$ cat config.mk
export PLATFORM = sky130hd
export DESIGN_NAME = pipe_stage_reg
export DESIGN_NICKNAME = d
export VERILOG_FILES = /design/src/rtl/pipe_stage_reg.sv
export SDC_FILE = /design/constraint.sdc
export NUM_CORES = 1
export LEC_CHECK = 0
export ABC_AREA = 1
export BUFFER_PORTS_ARGS = -buffer_cell sky130_fd_sc_hd__buf_4
export CAP_MARGIN = 20
export CORE_ASPECT_RATIO = 0.7
export CORE_MARGIN = 2
export CORE_UTILIZATION = 40
export DETAILED_ROUTE_END_ITERATION = 10
export PLACE_DENSITY_LB_ADDON = 0.1
export SKIP_LAST_GASP = 1
export SYNTH_ARGS = -nofsm -noshare
export SYNTH_HDL_FRONTEND = slang
export SYNTH_SLANG_ARGS = --single-unit
$ cat constraint.sdc
create_clock -name clk -period 5.22 [get_ports clk]
set_input_delay 0.261 -clock clk [delete_from_list [all_inputs] [get_ports clk]]
set_output_delay 0.261 -clock clk [all_outputs]
set_load 0.03 [all_outputs]
$ cat src/rtl/pipe_stage_reg.sv
// rtl/pipe_stage_reg.sv - pipeline-stage register with valid/ready handshake and two-entry skid buffer
// Every output is decoded from flops, so in_ready never depends on out_ready in the same cycle.
module pipe_stage_reg #(
    parameter int unsigned           WIDTH     = 32,
    parameter logic [WIDTH-1:0]      RESET_VAL = '0
) (
    input  logic             clk,
    input  logic             clr,
    input  logic             flush,
    input  logic             in_valid,
    output logic             in_ready,
    input  logic [WIDTH-1:0] in_data,
    output logic             out_valid,
    input  logic             out_ready,
    output logic [WIDTH-1:0] out_data,
    output logic [1:0]       occupancy
);

    typedef enum logic [1:0] {
        EMPTY = 2'd0,
        ONE   = 2'd1,
        FULL  = 2'd2
    } state_t;

    state_t             state_q, state_d;
    logic [WIDTH-1:0]   main_q, main_d;
    logic [WIDTH-1:0]   skid_q, skid_d;
    logic               in_fire, out_fire;

    assign in_ready  = (state_q != FULL);
    assign out_valid = (state_q != EMPTY);
    assign out_data  = main_q;
    assign occupancy = state_q;

    assign in_fire  = in_valid & in_ready;
    assign out_fire = out_valid & out_ready;

    always_ff @(posedge clk or posedge clr) begin
        if (clr) begin
            state_q <= EMPTY;
            main_q  <= RESET_VAL;
            skid_q  <= RESET_VAL;
        end else begin
            state_q <= state_d;
            main_q  <= main_d;
            skid_q  <= skid_d;
        end
    end

    always_comb begin
        state_d = state_q;
        main_d  = main_q;
        skid_d  = skid_q;
        if (flush) begin
            // A word offered or consumed in the flush cycle is killed, not captured.
            state_d = EMPTY;
            main_d  = RESET_VAL;
            skid_d  = RESET_VAL;
        end else begin
            unique case (state_q)
                EMPTY: begin
                    if (in_fire) begin
                        state_d = ONE;
                        main_d  = in_data;
                    end
                end
                ONE: begin
                    if (in_fire && out_fire) begin
                        main_d = in_data;
                    end else if (in_fire) begin
                        state_d = FULL;
                        skid_d  = in_data;
                    end else if (out_fire) begin
                        state_d = EMPTY;
                    end
                end
                FULL: begin
                    if (out_fire) begin
                        state_d = ONE;
                        main_d  = skid_q;
                    end
                end
                default: begin
                    state_d = EMPTY;
                end
            endcase
        end
    end

endmodule

Word-level counts from Yosys, hierarchy flattened
Index checks and enable logic that the tools add are counted.

storage, ports and cells
  word-level logic and storage cells = 38
  flip-flop bits (word level) = 66
  memory bits (writable) = 0
  bits in latches = 0
  memories kept = 0
  bits in read-only memories = 0

cells by class
  add/subtract/negate cells = 0
  shift-type cells = 0
  bitwise operators = 2
  divide/modulo/power cells = 0
  magnitude comparators = 0
  mux-type cells = 15
  eq/ne operators = 9
  $mul = 0
  reductions and logical operators = 9

operators with widths
  operator              count
  $mux W32              7
  $pmux W32 S3          1
  $mux W2               6
  $ne A3 B3 Y1 const B  4
  $reduce_and A4 Y1     2
  $pmux W2 S3           1
  $reduce_bool A2 Y1    3
  $ne A2 B2 Y1 const B  2
  $ne A4 B4 Y1 const B  1
  $reduce_bool A4 Y1    1
  $reduce_and A3 Y1     1
  $and A1 B1 Y1         2
  $eq A2 B1 Y1 const B  1
  $eq A2 B2 Y1 const B  1
  $logic_not A2 Y1      1
  $logic_and A1 B1 Y1   1

Depth between registers and ports, before layout
Gate-level depths: netlist of run 1.

  depth in word-level cells = 7
  mapped depth = 9

Worst setup path before layout of run 1
No wires, ideal clock.

  path type = register -> register
  start point = reg state_q[0] (netlist: occupancy[0])
  end point = reg main_q[0] (netlist: out_data[0])
  arrival time = 1.426 ns
  data required time = 5.102 ns
  cell stages (with the launch flop) = 10
  setup slack = 3.677 ns
  cells stage by stage = dfrtp_1 -> buf_4 -> nor2_2 -> inv_2 -> nor2_4 -> nor2_8 -> nand2_4 -> buf_6 -> nand2_1 -> nand2_1

between the ends
  longest elaborated chain between the ends = 5

ends and longest elaborated chain
  what                             RTL line  RTL
  start: declaration               25        state_t state_q, state_d;
  start signal: assignment         44        state_q <= state_d;
  $reduce_bool A2 Y1 (*)           31        assign out_valid = (state_q != EMPTY);
  via out_valid                    13        output logic out_valid,
  $and A1 B1 Y1 (*)                36        assign out_fire = out_valid & out_ready;
  $logic_and A1 B1 Y1              68        if (in_fire && out_fire) begin
  $ne A3 B3 Y1 (no line)           --
  $reduce_and A4 Y1 (no line) (*)  --
  end signal: assignment           45        main_q <= main_d;
  end: declaration                 26        logic [WIDTH-1:0] main_q, main_d;

Mark *: on every way through the listed nets, which the timed path passes. The rest lies on a longest branch.
A chain may end at the register's enable or synchronous reset.

Worst setup path in the final report of run 1
  start point = in flush
  end point = reg main_q[7] (netlist: out_data[7])

between the ends
  longest elaborated chain between the ends = 2

ends and longest elaborated chain
  what                                                          RTL line  RTL
  start: declaration                                            9         input logic flush,
  $ne A3 B3 Y1 (no line) or $reduce_bool A4 Y1 (tied branches)  --
  $reduce_and A4 Y1 (no line)                                   --

Several ways; a longest one is shown, not always the timed one.

==> results.md, run 1 <==
* Ranking of synthesized cells by area: dfrtp_1, nand2_1, nand3_1
* Cell total after placement at 529
* Worst-path clk slew at 0.07 ns
* RSZ-0062 raised after global routing: no
* YS warnings at 0
* Largest net degree at the start of global routing at 67
* Die extent in x at approximately 110 microns
* Tightest Hold Check Type: primary input to async pin
* Antenna diode count at 0
* Die Y at 78.1 microns
* Core area at 7450 sq um
* WL per Instance at between 10 and 15 microns
* Slowest cell on the critical path: buf_4
* Die area at 8580 sq um
* NumNets Final at 479
* Antenna Nets Post-Route at 0
* Clk_lat worst skew at 0.34 ns
* Tmin final at 2.30 ns
* Total gr overflow at 0
* DRT iter0 DRCs at 195
* I/O pin count at 73
* Ratio of total power to cell area at 383 nW/um^2
* Routed WL at 7660 microns
* Avg Cell Area, Syn at about 8.2 sq um
* Leading area contributor after synthesis: dfrtp_1
* Commonest cells post-synth: nand2_1, dfrtp_1, nand3_1
* Starting Density at 0.421
* Final HPWL DP at 4740 microns
* Slew Limit Fails at 0
* Worst-Margin Slew at 0.831 ns
* Worst-path cell chain: buf_4 > inv_2 > buf_4 > nand3_4 > nor2_4 > nor2_8 > nand2_4 > nand2_1 > nand2_1
* CP top delay family: simple AND/OR/NAND/NOR gates
* Tot GR Track Use at 0.190
* Drt drc at 0
* First-pass DRT Iterations at 5
* Max incr delay on CP at 0.51 ns
* Cts hold-fix bufs at 0
* CP required at 5.50 ns
* Post-synth ARST share at 1.00
* Register area share after synthesis at 0.526
* Critical Path Sink Type: register
* R2R cell count at 7
* VDD IR-drop max at 0.000165 V
* Vias in the first global route at between 2k and 3k
* Clk sinks at 66
* Global-route wire length before repair at 12900 microns
* Status: completed
* Routability congestion estimate at roughly 0.80
* DR vias/cell at between 5 and 6
* Flop-to-flop setup slack at 3.03 ns
* Post-synth net total at roughly 420
* Yosys cell types at 23
* Row count at 26
* Leakage at 2.06 nW
* Filler instances at roughly 730
* Netlist Area Pre-Place at 3140 sq um
* Mapped Cells at 384
* Longest Clk Path Bufs at 2
* Synth top area share at 0.526
* Max_cap viols at 0
* Root buffer cell: clkbuf_8
* # Post-CTS Setup Buffers at 0
* CTS tree: built
* Critical Path Source Type: primary input
* Rel. slew slack at 0.446
* Most numerous cell in the Yosys netlist: nand2_1
* Initial antenna violation count at 0
* Non-Filler Instances at approximately 550
* Critical path class: primary input to register
* Layout cell share with drive strength beyond 1 at 0.233
* Most used flip-flop cell after synthesis: dfrtp_1
* FF-to-FF End: out_data[7]
* Critical Path AT at 2.58 ns
* Setup-failing EPs final at 0
* TritonCTS buffer count at 9
* PortBufs at 72
* Post-synth EDFFs at 0
* Worst r2r src: occupancy[0]
* Clock Skew at 0.00917 ns
* Fin crit share at 0.440
* H-tree levels at 3
* Setup TNS at 0 ns
* Crit path max fanout at 54
* WP buf/inv at 3
* Resize count post-CTS at 0
* Synthesis-to-layout area growth at 23.1%
* Vias post-DR at 2792
* Yosys reg bits at 66
* Final Hold Fails at 0
* Achievable Freq at between 400 and 500 MHz
## through the flow
stage / cell area, sq um / total power, mW / setup slack [ns] / utilization / hold slack, ns
after global routing: 3860 / 1.56 / 2.70 / 0.519 / 0.202
after floorplan: 3140 / 0.918 / 3.30 / - / 0.423
after detailed placement: 3670 / 1.07 / 2.59 / 0.493 / 0.460
after global placement: 3670 / 1.06 / 2.62 / 0.493 / 0.458
after CTS: 3860 / 1.50 / 2.93 / 0.519 / 0.186
final: 3860 / 1.48 / 2.92 / 0.519 / 0.162
## area by class of cell
| class | instances | area, sq um | area share |
|---|---|---|---|
| clock inverter | 5 | 53.8 | 0.0139 |
| timing repair buffer | 76 | 571 | 0.148 |
| clock buffer | 11 | 141 | 0.0366 |
| tap | 98 | 123 | 0.0317 |
| inverter | 8 | 30.0 | 0.00777 |
| sequential | 66 | 1650 | 0.427 |
| multi-input combinational | 281 | 1290 | 0.335 |
## power by group
group	internal, mW	total (mW)	switching [mW]
sequential	0.577	0.621	0.0437
clock	0.232	0.427	0.194
combinational	0.145	0.431	0.286
## registers in the layout (all words and copies together) (netlist names)
register   flops
out_data      32
skid_q        32
occupancy      2
## placed cells by master (no fill, tap or decap), types with 2 or more instances in the layout
cell type and count:
nand3_1 66, nor2_1 35, a21oi_1 32, nor2_4 2
inv_2 5, clkinv_2 3, buf_4 76, nand2_1 104
inv_1 3, clkbuf_8 10, o21ai_0 33, dfrtp_1 66
## metal layers
metal | track usage | routed length, microns | vias to the layer above
met5 | 0 | 0 | -
met4 | 0.0494 | 90 | 0
met1 | 0.258 | 3710 | 1324
li1 | - | - | 1392
met2 | 0.297 | 3420 | 66
met3 | 0.0581 | 439 | 10
## worst register-to-register path, cell delays in order (launching register included)
cell     delay (ns)
dfrtp_1        0.55
inv_2          0.13
nand3_4        0.34
nor2_4         0.10
nor2_8         0.39
nand2_4        0.35
nand2_1        0.16
nand2_1        0.07
## kinds of logic (layout without fill, tap and decap cells)
kind of cell / after synthesis / count (layout) / share of synthesized area
and+or+nand+nor: 216 / 216 / 0.309
AOI/OAI and AO/OA: 65 / 65 / 0.104
DFF: 66 / 66 / 0.526
buffers and inverters: 37 / 100 / 0.0614
## worst max path at each step
stage	start	end	slack [ns]	cells after the start
floorplan	clr	occupancy[0]	3.30	1
detailed placement	flush	out_data[7]	2.59	9
global placement	flush	out_data[14]	2.62	7
finish	flush	out_data[7]	2.92	9
global route	flush	out_data[29]	2.70	9
CTS	flush	out_data[7]	2.93	9
No activity file was read; power rests on OpenSTA's default activity.
==> inputs of run 2 (changes only) <==
==> constraint.sdc (replaced) <==
create_clock -name clk -period 2.3 [get_ports clk]
set_input_delay 0.115 -clock clk [delete_from_list [all_inputs] [get_ports clk]]
set_output_delay 0.115 -clock clk [all_outputs]
set_load 0.03 [all_outputs]
==> run 2 against run 1 <==
- clock power up 120%
- setup slack got worse by 2.5 ns
- sequential power is 130% higher
- routed wire length grew 2.8%
- sequential share of layout area shrank 0.33 points
- critical path type is now register to register
- final cell count grew 0.73%
- die area unchanged
- global-route usage up 0.63 points
- total power is 130% higher
- worst hold slack worse by 0.11 ns
- sequential cell count did not move
- register-to-register slack worse by 2.6 ns
- highest routed layer unchanged
==> results.md, run 2 (synthesized netlist as in run 1, its figures left out) <==
* Util after Layout at 0.523 (+0.00403)
* R2R cell count at 7 (unchanged)
* Most frequent cells in the layout: nand2_1, buf_4, nand3_1, dfrtp_1, nor2_1
* Longest Clk Path Bufs at 2 (unchanged)
* Routed WL at 7880 microns (+2.8%)
* Final Hold Fails at 0 (unchanged)
* Die area at 8580 sq um (unchanged)
* Max_cap viols at 0 (unchanged)
* Starting Density at 0.421 (unchanged)
* Power consumption at 3.35 mW (+130%)
* Filler instances at 745 (+2.2%)
* FF-to-FF End: out_data[12]
* NumNets Final at 484 (+1.0%)
* Largest net degree at the start of global routing at 65 (-3.0%)
* Slew Limit Fails at 0 (unchanged)
* Initial antenna violation count at 0 (unchanged)
* Worst-path cell chain: inv_2 > nand3_4 > nor2_4 > nor2_8 > nand2_4 > nand2_1 > nand2_1
* Setup-failing EPs final at 0 (unchanged)
* PortBufs at 72 (unchanged)
* Commonest non-fill, non-tap cell in the layout: nand2_1
* CP Launch Point: occupancy[0]
* Cell total after placement at 533 (+0.76%)
* Slowest cell on the critical path: dfrtp_1
* TritonCTS buffer count at 9 (unchanged)
* Vias post-DR at 2807 (+0.54%)
* Achievable Freq at 535 MHz
* Worst-Margin Slew at 0.559 ns (-0.272 ns)
* Critical Path AT at 2.10 ns (-0.48 ns)
* Resize count post-CTS at 0 (unchanged)
* Die extent in x at 110 microns (unchanged)
* Clk_lat worst skew at 0.34 ns (about the same)
* Setup TNS at 0 ns (unchanged)
* Tmin final at 1.87 ns
* Critical Path Source Type: register
* Tightest Hold Check Type: primary input to register
* CP top delay family: simple AND/OR/NAND/NOR gates
* Max incr delay on CP at 0.54 ns (+0.03 ns)
* First-pass DRT Iterations at 4 (-1)
* Row count at 26 (unchanged)
* Leakage at 2.07 nW (+0.75%)
* Tot GR Track Use at 0.197 (+0.00632)
* Fin crit share at 0.813
* Worst r2r src: occupancy[0]
* DRT iter0 DRCs at 208 (+6.7%)
* H-tree levels at 3 (unchanged)
* Antenna diode count at 0 (unchanged)
* Rel. slew slack at 0.627 (+0.182)
* DR vias/cell at 5.11 (-0.20%)
* Die Y at 78.1 microns (unchanged)
* CP required at 2.53 ns (-2.97 ns)
* Status: completed
* Clk sinks at 66 (unchanged)
* # Post-CTS Setup Buffers at 0 (unchanged)
* Root buffer cell: clkbuf_8
* CTS tree: built
* Routability congestion estimate at 0.786 (-1.5%)
* Non-Filler Instances at 549 (+0.73%)
* Drt drc at 0 (unchanged)
* I/O pin count at 73 (unchanged)
* WL per Instance at 14.3 microns (+2.0%)
* Flop-to-flop setup slack at 0.43 ns (-2.60 ns)
* Global-route wire length before repair at 13200 microns (+2.6%)
* Clock Skew at 0.0118 ns (+0.00264 ns)
* WP buf/inv at 1 (-2)
* Vias in the first global route at 2694 (-2.7%)
* Ratio of total power to cell area at 860 nW/um^2 (+120%)
* Layout cell share with drive strength beyond 1 at 0.235 (+0.00237)
* WP depth at 7 (-2)
* Final HPWL DP at 4980 microns (+5.1%)
* RSZ-0062 raised after global routing: no
* Crit path to: out_data[12]
* Worst-path clk slew at 0.08 ns (about the same)
* Antenna Nets Post-Route at 0 (unchanged)
* Total gr overflow at 0 (unchanged)
* Synthesis-to-layout area growth at 24.1%
* Critical Path Sink Type: register
* Worst path most repeated cell: nand2_1
* Critical path class: register to register
* VDD IR-drop max at 0.000385 V (+130%)
* Crit path max fanout at 33 (-39%)
* Core area at 7450 sq um (unchanged)
==> run 2: stage by stage <==
| stage | instance area, sq um | hold slack, ns | setup WS, ns |
|---|---|---|---|
| 2_1_floorplan | 3140 | 0.277 | 0.530 |
| 3_3_place_gp | 3700 | 0.171 | 0.479 |
| 3_5_place_dp | 3700 | 0.170 | 0.452 |
| 4_1_cts | 3890 | 0.0419 | 0.435 |
| 5_1_grt | 3890 | 0.0464 | 0.246 |
| 6_report | 3890 | 0.0544 | 0.429 |
==> run 2: how the worst min path moves through the flow <==
stage | slack (ns) | start | cells after the start | end
3_5_place_dp | 0.17 | clr | 2 | skid_q[23]
5_1_grt | 0.05 | in_data[17] | 3 | skid_q[17]
6_report | 0.05 | in_data[23] | 3 | skid_q[23]
2_1_floorplan | 0.28 | out_ready | 3 | occupancy[1]
4_1_cts | 0.04 | in_data[17] | 3 | skid_q[17]
3_3_place_gp | 0.17 | clr | 2 | skid_q[23]
==> run 2: final cells by class <==
| type | count | area, sq um | area share |
|---|---|---|---|
| flip-flops and latches | 66 | 1650 | 0.424 |
| multi-input cells | 281 | 1290 | 0.332 |
| repair buffers | 81 | 611 | 0.157 |
| clock buffers | 12 | 145 | 0.0373 |
| well taps | 98 | 123 | 0.0315 |
| clock inverters | 3 | 40.0 | 0.0103 |
| inverters | 8 | 30.0 | 0.00771 |
==> run 2: what timing repair did <==
action	in CTS	in global routing
hold buffers	1	0
setup endpoints to repair	0	0
endpoints found under the hold margin	21	0
==> run 2: worst min-delay path: cells and delay by family <==
family | cells | cell delay (ns)
buffers and inverters | 1 | 0.11
and+or+nand+nor | 1 | 0.07
AOI/OAI and AO/OA | 1 | 0.07
==> run 2: power by group <==
part           switching (mW)  internal (mW)
registers              0.0985           1.31
logic                   0.653          0.337
clock network           0.427          0.522
==> run 2: metal layers <==
metal  vias to the layer above  track usage  part of all wire
met4                         0       0.0456            0.0058
met2                        58        0.290              0.45
met3                         4       0.0565             0.044
met5                         -            0                 0
met1                      1345        0.285              0.50
li1                       1400            -                 -
